### config.mk
export PLATFORM = sky130hd
export DESIGN_NAME = ram_arb_flat
export DESIGN_NICKNAME = d
export VERILOG_FILES = /design/src/rtl/ram_arb_if.sv /design/src/rtl/ram_arb.sv /design/src/flat_wrapper.sv
export SDC_FILE = /design/constraint.sdc
export NUM_CORES = 1
export LEC_CHECK = 0
export ABC_CLOCK_PERIOD_IN_PS = 2700
export BUFFER_PORTS_ARGS = -buffer_cell sky130_fd_sc_hd__buf_2
export CORE_MARGIN = 10
export CORE_UTILIZATION = 39
export CTS_BUF_LIST = sky130_fd_sc_hd__clkbuf_2 sky130_fd_sc_hd__clkbuf_4 sky130_fd_sc_hd__clkbuf_8
export CTS_CLUSTER_SIZE = 30
export DETAILED_ROUTE_END_ITERATION = 16
export GPL_ROUTABILITY_DRIVEN = 1
export PLACE_DENSITY = 0.95
export SETUP_SLACK_MARGIN = 0.15
export SLEW_MARGIN = 40
export SYNTH_ARGS = -nofsm -noshare
export SYNTH_HDL_FRONTEND = slang
export SYNTH_SLANG_ARGS = --single-unit
### constraint.sdc
create_clock -name clk -period 2.7 [get_ports clk]
set_clock_uncertainty 0.2 [all_clocks]
set_input_delay 0.135 -clock clk [delete_from_list [all_inputs] [get_ports clk]]
set_output_delay 0.135 -clock clk [all_outputs]
set_load 0.02 [all_outputs]
### src/rtl/ram_arb_if.sv
`default_nettype none
// ============================================================================
//  Module      : ram_arb_if
//  Description : Bundle of the two requester handshakes and the RAM macro bus
//                around ram_arb.
//                slave  : arbiter view (requests in, acks/read data out).
//                master : environment view (requesters and RAM macro).
//  Ports       : a_* / b_* requester handshake, ram_* RAM bus, busy status.
//  Revision    : 1.0 - initial release
// ============================================================================
interface ram_arb_if #(
  parameter int ADDR_W = 8,
  parameter int DATA_W = 8
);
  logic              a_req;
  logic              a_we;
  logic              a_lock;
  logic [ADDR_W-1:0] a_addr;
  logic [DATA_W-1:0] a_wdata;
  logic              a_ack;
  logic              a_rvalid;
  logic [DATA_W-1:0] a_rdata;

  logic              b_req;
  logic              b_we;
  logic              b_lock;
  logic [ADDR_W-1:0] b_addr;
  logic [DATA_W-1:0] b_wdata;
  logic              b_ack;
  logic              b_rvalid;
  logic [DATA_W-1:0] b_rdata;

  logic              ram_en;
  logic              ram_we;
  logic [ADDR_W-1:0] ram_addr;
  logic [DATA_W-1:0] ram_wdata;
  logic [DATA_W-1:0] ram_rdata;
  logic              busy;

  modport slave (
    input  a_req, a_we, a_lock, a_addr, a_wdata,
    input  b_req, b_we, b_lock, b_addr, b_wdata,
    input  ram_rdata,
    output a_ack, a_rvalid, a_rdata,
    output b_ack, b_rvalid, b_rdata,
    output ram_en, ram_we, ram_addr, ram_wdata, busy
  );

  modport master (
    output a_req, a_we, a_lock, a_addr, a_wdata,
    output b_req, b_we, b_lock, b_addr, b_wdata,
    output ram_rdata,
    input  a_ack, a_rvalid, a_rdata,
    input  b_ack, b_rvalid, b_rdata,
    input  ram_en, ram_we, ram_addr, ram_wdata, busy
  );
endinterface
`default_nettype wire

### src/rtl/ram_arb.sv
`default_nettype none
// ============================================================================
//  Module      : ram_arb
//  Description : Round-robin arbiter sharing one single-port synchronous RAM
//                between requester A (UART) and requester B (panel), with
//                bounded burst locking and read-data steering after RD_LAT.
//  Ports       : clk       - system clock (rising edge)
//                rst       - synchronous active-high reset
//                arb_io    - ram_arb_if.slave: both requester handshakes,
//                            RAM bus (en/we/addr/wdata/rdata) and busy
//  Revision    : 1.0 - initial release
// ============================================================================
module ram_arb #(
  parameter int ADDR_W   = 8,
  parameter int DATA_W   = 8,
  parameter int RD_LAT   = 1,
  parameter int MAX_LOCK = 8
) (
  input  wire logic  clk,
  input  wire logic  rst,
  ram_arb_if.slave   arb_io
);

  localparam int                CNT_W       = $clog2(MAX_LOCK + 1);
  localparam logic [CNT_W-1:0]  C_MAX       = CNT_W'(MAX_LOCK);
  localparam logic [CNT_W-1:0]  C_ONE       = CNT_W'(1);
  localparam logic [ADDR_W-1:0] C_ADDR_ZERO = '0;
  localparam logic [DATA_W-1:0] C_DATA_ZERO = '0;

  // Arbitration state
  logic             prio_q,     prio_d;      // 0 = A favoured, 1 = B
  logic             owner_q,    owner_d;     // last granted requester
  logic             lock_act_q, lock_act_d;
  logic [CNT_W-1:0] lock_cnt_q, lock_cnt_d;

  // Read return pipeline: stage 0 is loaded in the issue cycle, stage
  // RD_LAT-1 is the one whose data is on ram_rdata.
  logic [RD_LAT-1:0] pipe_v_q,  pipe_v_d;
  logic [RD_LAT-1:0] pipe_id_q, pipe_id_d;

  logic w_gnt_a, w_gnt_b, w_gnt, w_gnt_id;
  logic w_owner_req, w_other_req;
  logic w_ret_a, w_ret_b;

  assign w_owner_req = owner_q ? arb_io.b_req : arb_io.a_req;
  assign w_other_req = owner_q ? arb_io.a_req : arb_io.b_req;

  // Grant selection; suppressed entirely during reset.
  always_comb begin
    w_gnt_a = 1'b0;
    w_gnt_b = 1'b0;
    if (!rst) begin
      if (lock_act_q && w_owner_req && (!w_other_req || lock_cnt_q < C_MAX)) begin
        w_gnt_a = ~owner_q;
        w_gnt_b = owner_q;
      end else if (arb_io.a_req && arb_io.b_req) begin
        w_gnt_a = ~prio_q;
        w_gnt_b = prio_q;
      end else if (arb_io.a_req) begin
        w_gnt_a = 1'b1;
      end else if (arb_io.b_req) begin
        w_gnt_b = 1'b1;
      end
    end
  end

  assign w_gnt    = w_gnt_a | w_gnt_b;
  assign w_gnt_id = w_gnt_b;

  assign arb_io.a_ack     = w_gnt_a;
  assign arb_io.b_ack     = w_gnt_b;
  assign arb_io.ram_en    = w_gnt;
  assign arb_io.ram_we    = w_gnt_a ? arb_io.a_we    : (w_gnt_b ? arb_io.b_we    : 1'b0);
  assign arb_io.ram_addr  = w_gnt_a ? arb_io.a_addr  : (w_gnt_b ? arb_io.b_addr  : C_ADDR_ZERO);
  assign arb_io.ram_wdata = w_gnt_a ? arb_io.a_wdata : (w_gnt_b ? arb_io.b_wdata : C_DATA_ZERO);

  // Next-state for arbitration and read pipeline
  always_comb begin
    prio_d     = prio_q;
    owner_d    = owner_q;
    lock_act_d = lock_act_q;
    lock_cnt_d = lock_cnt_q;
    if (w_gnt) begin
      prio_d     = ~w_gnt_id;
      owner_d    = w_gnt_id;
      lock_act_d = w_gnt_id ? arb_io.b_lock : arb_io.a_lock;
      // Re-grant of a locked owner extends the burst; saturates so a lone
      // locked requester can keep the bus indefinitely.
      if (lock_act_q && (owner_q == w_gnt_id)) begin
        lock_cnt_d = (lock_cnt_q == C_MAX) ? C_MAX : lock_cnt_q + C_ONE;
      end else begin
        lock_cnt_d = C_ONE;
      end
    end else if (!w_owner_req) begin
      lock_act_d = 1'b0;
    end

    pipe_v_d     = pipe_v_q;
    pipe_id_d    = pipe_id_q;
    pipe_v_d[0]  = w_gnt & ~arb_io.ram_we;
    pipe_id_d[0] = w_gnt_id;
    for (int i = 1; i < RD_LAT; i++) begin
      pipe_v_d[i]  = pipe_v_q[i-1];
      pipe_id_d[i] = pipe_id_q[i-1];
    end
  end

  always_ff @(posedge clk) begin
    if (rst) begin
      prio_q     <= 1'b0;
      owner_q    <= 1'b0;
      lock_act_q <= 1'b0;
      lock_cnt_q <= '0;
      pipe_v_q   <= '0;
      pipe_id_q  <= '0;
    end else begin
      prio_q     <= prio_d;
      owner_q    <= owner_d;
      lock_act_q <= lock_act_d;
      lock_cnt_q <= lock_cnt_d;
      pipe_v_q   <= pipe_v_d;
      pipe_id_q  <= pipe_id_d;
    end
  end

  // Read return steering; masked during reset so a discarded read never
  // surfaces in the reset cycle itself.
  assign w_ret_a = pipe_v_q[RD_LAT-1] & ~pipe_id_q[RD_LAT-1] & ~rst;
  assign w_ret_b = pipe_v_q[RD_LAT-1] &  pipe_id_q[RD_LAT-1] & ~rst;

  assign arb_io.a_rvalid = w_ret_a;
  assign arb_io.b_rvalid = w_ret_b;
  assign arb_io.a_rdata  = w_ret_a ? arb_io.ram_rdata : C_DATA_ZERO;
  assign arb_io.b_rdata  = w_ret_b ? arb_io.ram_rdata : C_DATA_ZERO;
  assign arb_io.busy     = (|pipe_v_q) & ~rst;

endmodule
`default_nettype wire

### src/flat_wrapper.sv
// flat-port wrapper written by rule: the top's interface ports become plain ports
module ram_arb_flat 
#(
  parameter int ADDR_W   = 8,
  parameter int DATA_W   = 8,
  parameter int RD_LAT   = 1,
  parameter int MAX_LOCK = 8
)
  (clk, rst, arb_io_a_req, arb_io_a_we, arb_io_a_lock, arb_io_a_addr, arb_io_a_wdata, arb_io_b_req, arb_io_b_we, arb_io_b_lock, arb_io_b_addr, arb_io_b_wdata, arb_io_ram_rdata, arb_io_a_ack, arb_io_a_rvalid, arb_io_a_rdata, arb_io_b_ack, arb_io_b_rvalid, arb_io_b_rdata, arb_io_ram_en, arb_io_ram_we, arb_io_ram_addr, arb_io_ram_wdata, arb_io_busy);
  ram_arb_if #(.ADDR_W(ADDR_W), .DATA_W(DATA_W)) arb_io_i ();
  input  wire logic clk;
  input  wire logic rst;
  input wire logic [$bits(arb_io_i.a_req)-1:0] arb_io_a_req;
  input wire logic [$bits(arb_io_i.a_we)-1:0] arb_io_a_we;
  input wire logic [$bits(arb_io_i.a_lock)-1:0] arb_io_a_lock;
  input wire logic [$bits(arb_io_i.a_addr)-1:0] arb_io_a_addr;
  input wire logic [$bits(arb_io_i.a_wdata)-1:0] arb_io_a_wdata;
  input wire logic [$bits(arb_io_i.b_req)-1:0] arb_io_b_req;
  input wire logic [$bits(arb_io_i.b_we)-1:0] arb_io_b_we;
  input wire logic [$bits(arb_io_i.b_lock)-1:0] arb_io_b_lock;
  input wire logic [$bits(arb_io_i.b_addr)-1:0] arb_io_b_addr;
  input wire logic [$bits(arb_io_i.b_wdata)-1:0] arb_io_b_wdata;
  input wire logic [$bits(arb_io_i.ram_rdata)-1:0] arb_io_ram_rdata;
  output wire logic [$bits(arb_io_i.a_ack)-1:0] arb_io_a_ack;
  output wire logic [$bits(arb_io_i.a_rvalid)-1:0] arb_io_a_rvalid;
  output wire logic [$bits(arb_io_i.a_rdata)-1:0] arb_io_a_rdata;
  output wire logic [$bits(arb_io_i.b_ack)-1:0] arb_io_b_ack;
  output wire logic [$bits(arb_io_i.b_rvalid)-1:0] arb_io_b_rvalid;
  output wire logic [$bits(arb_io_i.b_rdata)-1:0] arb_io_b_rdata;
  output wire logic [$bits(arb_io_i.ram_en)-1:0] arb_io_ram_en;
  output wire logic [$bits(arb_io_i.ram_we)-1:0] arb_io_ram_we;
  output wire logic [$bits(arb_io_i.ram_addr)-1:0] arb_io_ram_addr;
  output wire logic [$bits(arb_io_i.ram_wdata)-1:0] arb_io_ram_wdata;
  output wire logic [$bits(arb_io_i.busy)-1:0] arb_io_busy;
  assign arb_io_i.a_req = arb_io_a_req;
  assign arb_io_i.a_we = arb_io_a_we;
  assign arb_io_i.a_lock = arb_io_a_lock;
  assign arb_io_i.a_addr = arb_io_a_addr;
  assign arb_io_i.a_wdata = arb_io_a_wdata;
  assign arb_io_i.b_req = arb_io_b_req;
  assign arb_io_i.b_we = arb_io_b_we;
  assign arb_io_i.b_lock = arb_io_b_lock;
  assign arb_io_i.b_addr = arb_io_b_addr;
  assign arb_io_i.b_wdata = arb_io_b_wdata;
  assign arb_io_i.ram_rdata = arb_io_ram_rdata;
  assign arb_io_a_ack = arb_io_i.a_ack;
  assign arb_io_a_rvalid = arb_io_i.a_rvalid;
  assign arb_io_a_rdata = arb_io_i.a_rdata;
  assign arb_io_b_ack = arb_io_i.b_ack;
  assign arb_io_b_rvalid = arb_io_i.b_rvalid;
  assign arb_io_b_rdata = arb_io_i.b_rdata;
  assign arb_io_ram_en = arb_io_i.ram_en;
  assign arb_io_ram_we = arb_io_i.ram_we;
  assign arb_io_ram_addr = arb_io_i.ram_addr;
  assign arb_io_ram_wdata = arb_io_i.ram_wdata;
  assign arb_io_busy = arb_io_i.busy;
  ram_arb #(.ADDR_W(ADDR_W), .DATA_W(DATA_W), .RD_LAT(RD_LAT), .MAX_LOCK(MAX_LOCK)) u_core (.clk(clk), .rst(rst), .arb_io(arb_io_i));
endmodule
**Yosys cells after proc, flatten, opt, wreduce, memory -nomap -nowiden**

Index checks and enable logic that the tools add are counted.

- Flip-flop bits (word level): 9
- Bits in latches: 0
- RAM bits: 0
- Memory bits (read-only): 0
- Bits of input ports: 48
- Logic and storage cells: 54
- Memories: 0

- Add/subtract/negate cells: 1
- $mul: 0
- Div/mod/pow operators: 0
- Order comparisons: 1
- Equal/unequal tests: 3
- Shift-type cells: 0
- Multiplexer cells: 24
- Bitwise logic cells: 13
- Reduce and logical (&&, ||, !) cells: 6

Operators by type and width:

| operator | count |
|---|---|
| $mux 8 | 6 |
| $mux 1 | 16 |
| $mux 4 | 2 |
| $and 1x1->1 | 6 |
| $not 1->1 | 6 |
| $add 4x1->4 const B | 1 |
| $eq 4x4->1 const B | 1 |
| $logic_and 1x1->1 | 4 |
| $lt 4x4->1 const B | 1 |
| $ne 2x1->1 const B | 1 |
| $eq 1x1->1 | 1 |
| $logic_not 1->1 | 1 |
| $logic_or 1x1->1 | 1 |
| $or 1x1->1 | 1 |

**Depth between registers and ports, before layout**

- Word-level depth: 10
- Depth in mapped cells: 6

**Least setup slack after synthesis**

OpenSTA, ideal clock, no wires.

- Kind: register to output
- Start: register u_core.lock_act_q
- End: output arb_io_ram_addr[0]
- Data arrival time: 1407 ps
- Slack: 958 ps
- Cell stages (with the launch flop): 6
- Path buffers: 1
- Cells stage by stage: dfxtp_1 -> nor2b_4 -> o211ai_2 -> nor2_4 -> buf_4 -> a22o_1

- Elaborated cells between the ends (all ways): 8

RTL lines:

| what | RTL line | text |
|---|---|---|
| start: declaration | ram_arb.sv:33 | `logic lock_act_q, lock_act_d;` |
| start signal: assignment | ram_arb.sv:119 | `lock_act_q <= lock_act_d;` |
| $logic_and 1x1->1 (2 in a row) | ram_arb.sv:53 | `if (lock_act_q && w_owner_req && (!w_other_req \|\| lock_cnt_q < C_MAX)) begin` |
| $mux 1 | ram_arb.sv:53 |  |
| $mux 1 | ram_arb.sv:52 | `if (!rst) begin` |
| net arb_io_a_ack | flat_wrapper.sv:24 | `output wire logic [$bits(arb_io_i.a_ack)-1:0] arb_io_a_ack;` |
| $mux 8 | ram_arb.sv:74 | `assign arb_io.ram_addr = w_gnt_a ? arb_io.a_addr : (w_gnt_b ? arb_io.b_addr : C_ADDR_ZERO);` |
| end: declaration | flat_wrapper.sv:32 | `output wire logic [$bits(arb_io_i.ram_addr)-1:0] arb_io_ram_addr;` |

The timed path passes the listed nets, and every way through them passes these cells.

**Worst setup path in the final report**

- Start: input rst
- End: output arb_io_a_rdata[7]

- Longest elaborated chain between the ends: 3

RTL lines:

| what | RTL line | text |
|---|---|---|
| start: declaration | flat_wrapper.sv:12 | `input wire logic rst;` |
| $not 1->1 | ram_arb.sv:128 | `assign w_ret_a = pipe_v_q[RD_LAT-1] & ~pipe_id_q[RD_LAT-1] & ~rst;` |
| $and 1x1->1 | ram_arb.sv:128 |  |
| $mux 8 | ram_arb.sv:133 | `assign arb_io.a_rdata = w_ret_a ? arb_io.ram_rdata : C_DATA_ZERO;` |
| end: declaration | flat_wrapper.sv:26 | `output wire logic [$bits(arb_io_i.a_rdata)-1:0] arb_io_a_rdata;` |

Every way passes these cells.

==> results.json <==
{
  "hold_viol_final": 0,
  "tightest_slew_ns": 0.494,
  "dr.pass1.iters": 4,
  "synth.most_common_cell": "a22o_1",
  "synthFlopType": "dfxtp_1",
  "gp_congestion": 0.922,
  "worstPathRequired_ns": 2.37,
  "slew_headroom": 0.670,
  "drtIter0Drc": 67,
  "synth-seq-cells": 9,
  "start_kind": "input pin",
  "grt_pass1_wl_mm": 5.40,
  "tns_ns": 0,
  "synth_cell_types": 36,
  "io_buffers": 86,
  "dp_hpwl_mm": 3.04,
  "crit_type": "input pin to primary output",
  "critical_path.max_fanout": 11,
  "antenna_found_initial": 0,
  "nets": 240,
  "synthTopCellsByCount": "17 x a22o_1, 10 x and2_1, 9 x dfxtp_1",
  "period_share": 0.879,
  "antenna_cells": 0,
  "fmax_mhz": 421,
  "cts_buffers": 3,
  "clk_latency_ns": 0.26,
  "grt_pass1_vias": 1151,
  "holdWs_ns": 0.0369,
  "syn_area_um2": 843,
  "clock_sinks": 9,
  "num_rows": 16,
  "p_leak_nw": 0.774,
  "cts_tree": "yes",
  "drtAntennaViolNets": 0,
  "endpoint_kind": "primary output",
  "drive_gt1_frac": 0.540,
  "avgSynthCellArea_um2": 8.43,
  "area_growth_pct": 60.5,
  "yosysTopAreaCellShare": 0.214,
  "cts_setup_buffers": 0,
  "grt_usage": 0.152,
  "final_max_slew_viol_count": 0,
  "ios": 87,
  "netlist.top_cell.by_area": "dfxtp_1",
  "num_vias": 1131,
  "drt_wl_total_mm": 3.55,
  "setup_viol": 0,
  "max-cap-violations": 0,
  "yosys_warnings": 0,
  "p_per_area_mw_per_mm2": 340,
  "worstPathArrival_ns": 2.04,
  "cts_root_buf": "clkbuf_4",
  "synth_area_leaders": "dfxtp_1 21%, a22o_1 18%, and2_1 7.4%, and3_1 5.9%, nor2_1 3.1%",
  "clk_pin_slew_worst_paths_ns": 0.06,
  "die_x_um": 66.5,
  "synth_cells": 100,
  "syn-num-nets": 150,
  "synth_edf_count": 0,
  "num-fill-cells": 181,
  "ir_drop_mv": 0.239,
  "fp.dieH_um": 66.5,
  "synthArstFlopShare": 0,
  "cts_htree_levels": 1,
  "via_per_inst": 5.24,
  "initial_utilization": 0.421,
  "yosysSeqAreaShare": 0.214,
  "core_area_mm2": 0.00200,
  "rsz0062_at_grt": "no",
  "min_path_type": "input pin to flip-flop",
  "status": "completed",
  "drc": 0,
  "grt_start_max_net_pins": 20,
  "fin_crit_ns": 2.37,
  "clk_path_buf_depth": 2,
  "post_drt_wl_per_cell_um": 16.4,
  "die-area_mm2": 0.00442,
  "overflow": 0
}
[sequential cells by signal, summed over array words and instances, names as in the netlist]
register / count
u_core.owner_q: 1
u_core.prio_q: 1
u_core.pipe_v_q: 1
u_core.lock_cnt_q: 4
u_core.lock_act_q: 1
u_core.pipe_id_q: 1
[area by class of cell]
| type | instances | area [µm²] | share of cell area |
|---|---|---|---|
| Inverter | 4 | 15.0 | 0.0111 |
| Clock buffer | 4 | 30.0 | 0.0222 |
| Timing Repair Buffer | 91 | 480 | 0.355 |
| Multi-Input combinational cell | 81 | 614 | 0.454 |
| Sequential cell | 9 | 180 | 0.133 |
| Tap cell | 27 | 33.8 | 0.0250 |
[placed cells by master (no fill, tap or decap), drive strengths merged, types with 2 or more instances in the layout]
cell,n
a21oi,4
a22o,18
and2,10
and3,8
buf,86
clkbuf,4
dfxtp,9
dlygate4sd3,5
ha,2
inv,4
nand2,5
nor2,9
nor2b,3
nor3,2
o21a,2
o221ai,2
o32ai,2
[per-layer routing]
layer  vias up  routed length [µm]  track usage
li1        555                   -            -
met1       512                1160        0.131
met2        59                1830        0.282
met3         5                 513       0.0886
met4         0                  44       0.0550
met5         -                   0            0
[power breakdown]
part	internal, mW	switching [mW]	total (mW)	leakage, nW
Combinational	0.0870	0.107	0.194	0.681
Sequential	0.140	0.0110	0.152	0.0741
Clock	0.0670	0.0471	0.114	0.0184
[timing repair]
action	in CTS	in global routing
endpoints found under the hold margin	3	0
hold buffers	5	0
endpoints found under the setup margin	0	8
resized for setup	0	1
[cells by family (layout without fill, tap and decap cells)]
kind of cell             after synthesis  count (layout)  share of synthesized area
multiplexers                           1               1                     0.0119
buffers and inverters                 10              99                     0.0608
AND/OR/NAND/NOR                       42              42                      0.304
AO/OA/AOI/OAI                         35              35                      0.369
adder cells (fa/ha/maj)                2               2                     0.0297
XOR/XNOR                               1               1                     0.0104
flip-flops                             9               9                      0.214
[worst max-delay path: stages]
cell and delay, ns:
dlygate4sd3_1 0.53, buf_2 0.21, nor2b_1 0.43, nor2b_2 0.39
and2_1 0.17, buf_2 0.16
[worst paths after layout]
check,start,end,slack [ns],cells after the start
worst max-delay path,rst,arb_io_a_rdata[7],0.33,6
worst min-delay path,arb_io_b_req,u_core.pipe_id_q,0.04,3
worst max register to register,u_core.lock_cnt_q[3],u_core.lock_act_q,0.45,5
worst min register to register,u_core.owner_q,u_core.owner_q,0.38,2
[through the flow]
stage / cells / setup WS [ns] / total power [mW] / util / area (µm²)
finish: 216 / 0.327 / 0.460 / 0.676 / 1350
global route: 216 / 0.183 / 0.489 / 0.676 / 1350
CTS: 216 / 0.250 / 0.464 / 0.675 / 1350
detailed placement: 207 / 0.756 / 0.342 / 0.635 / 1270
global placement: 207 / 0.830 / 0.335 / 0.635 / 1270
floorplan: 100 / 0.958 / 0.267 / - / 843
No activity file was read; power rests on OpenSTA's default activity.
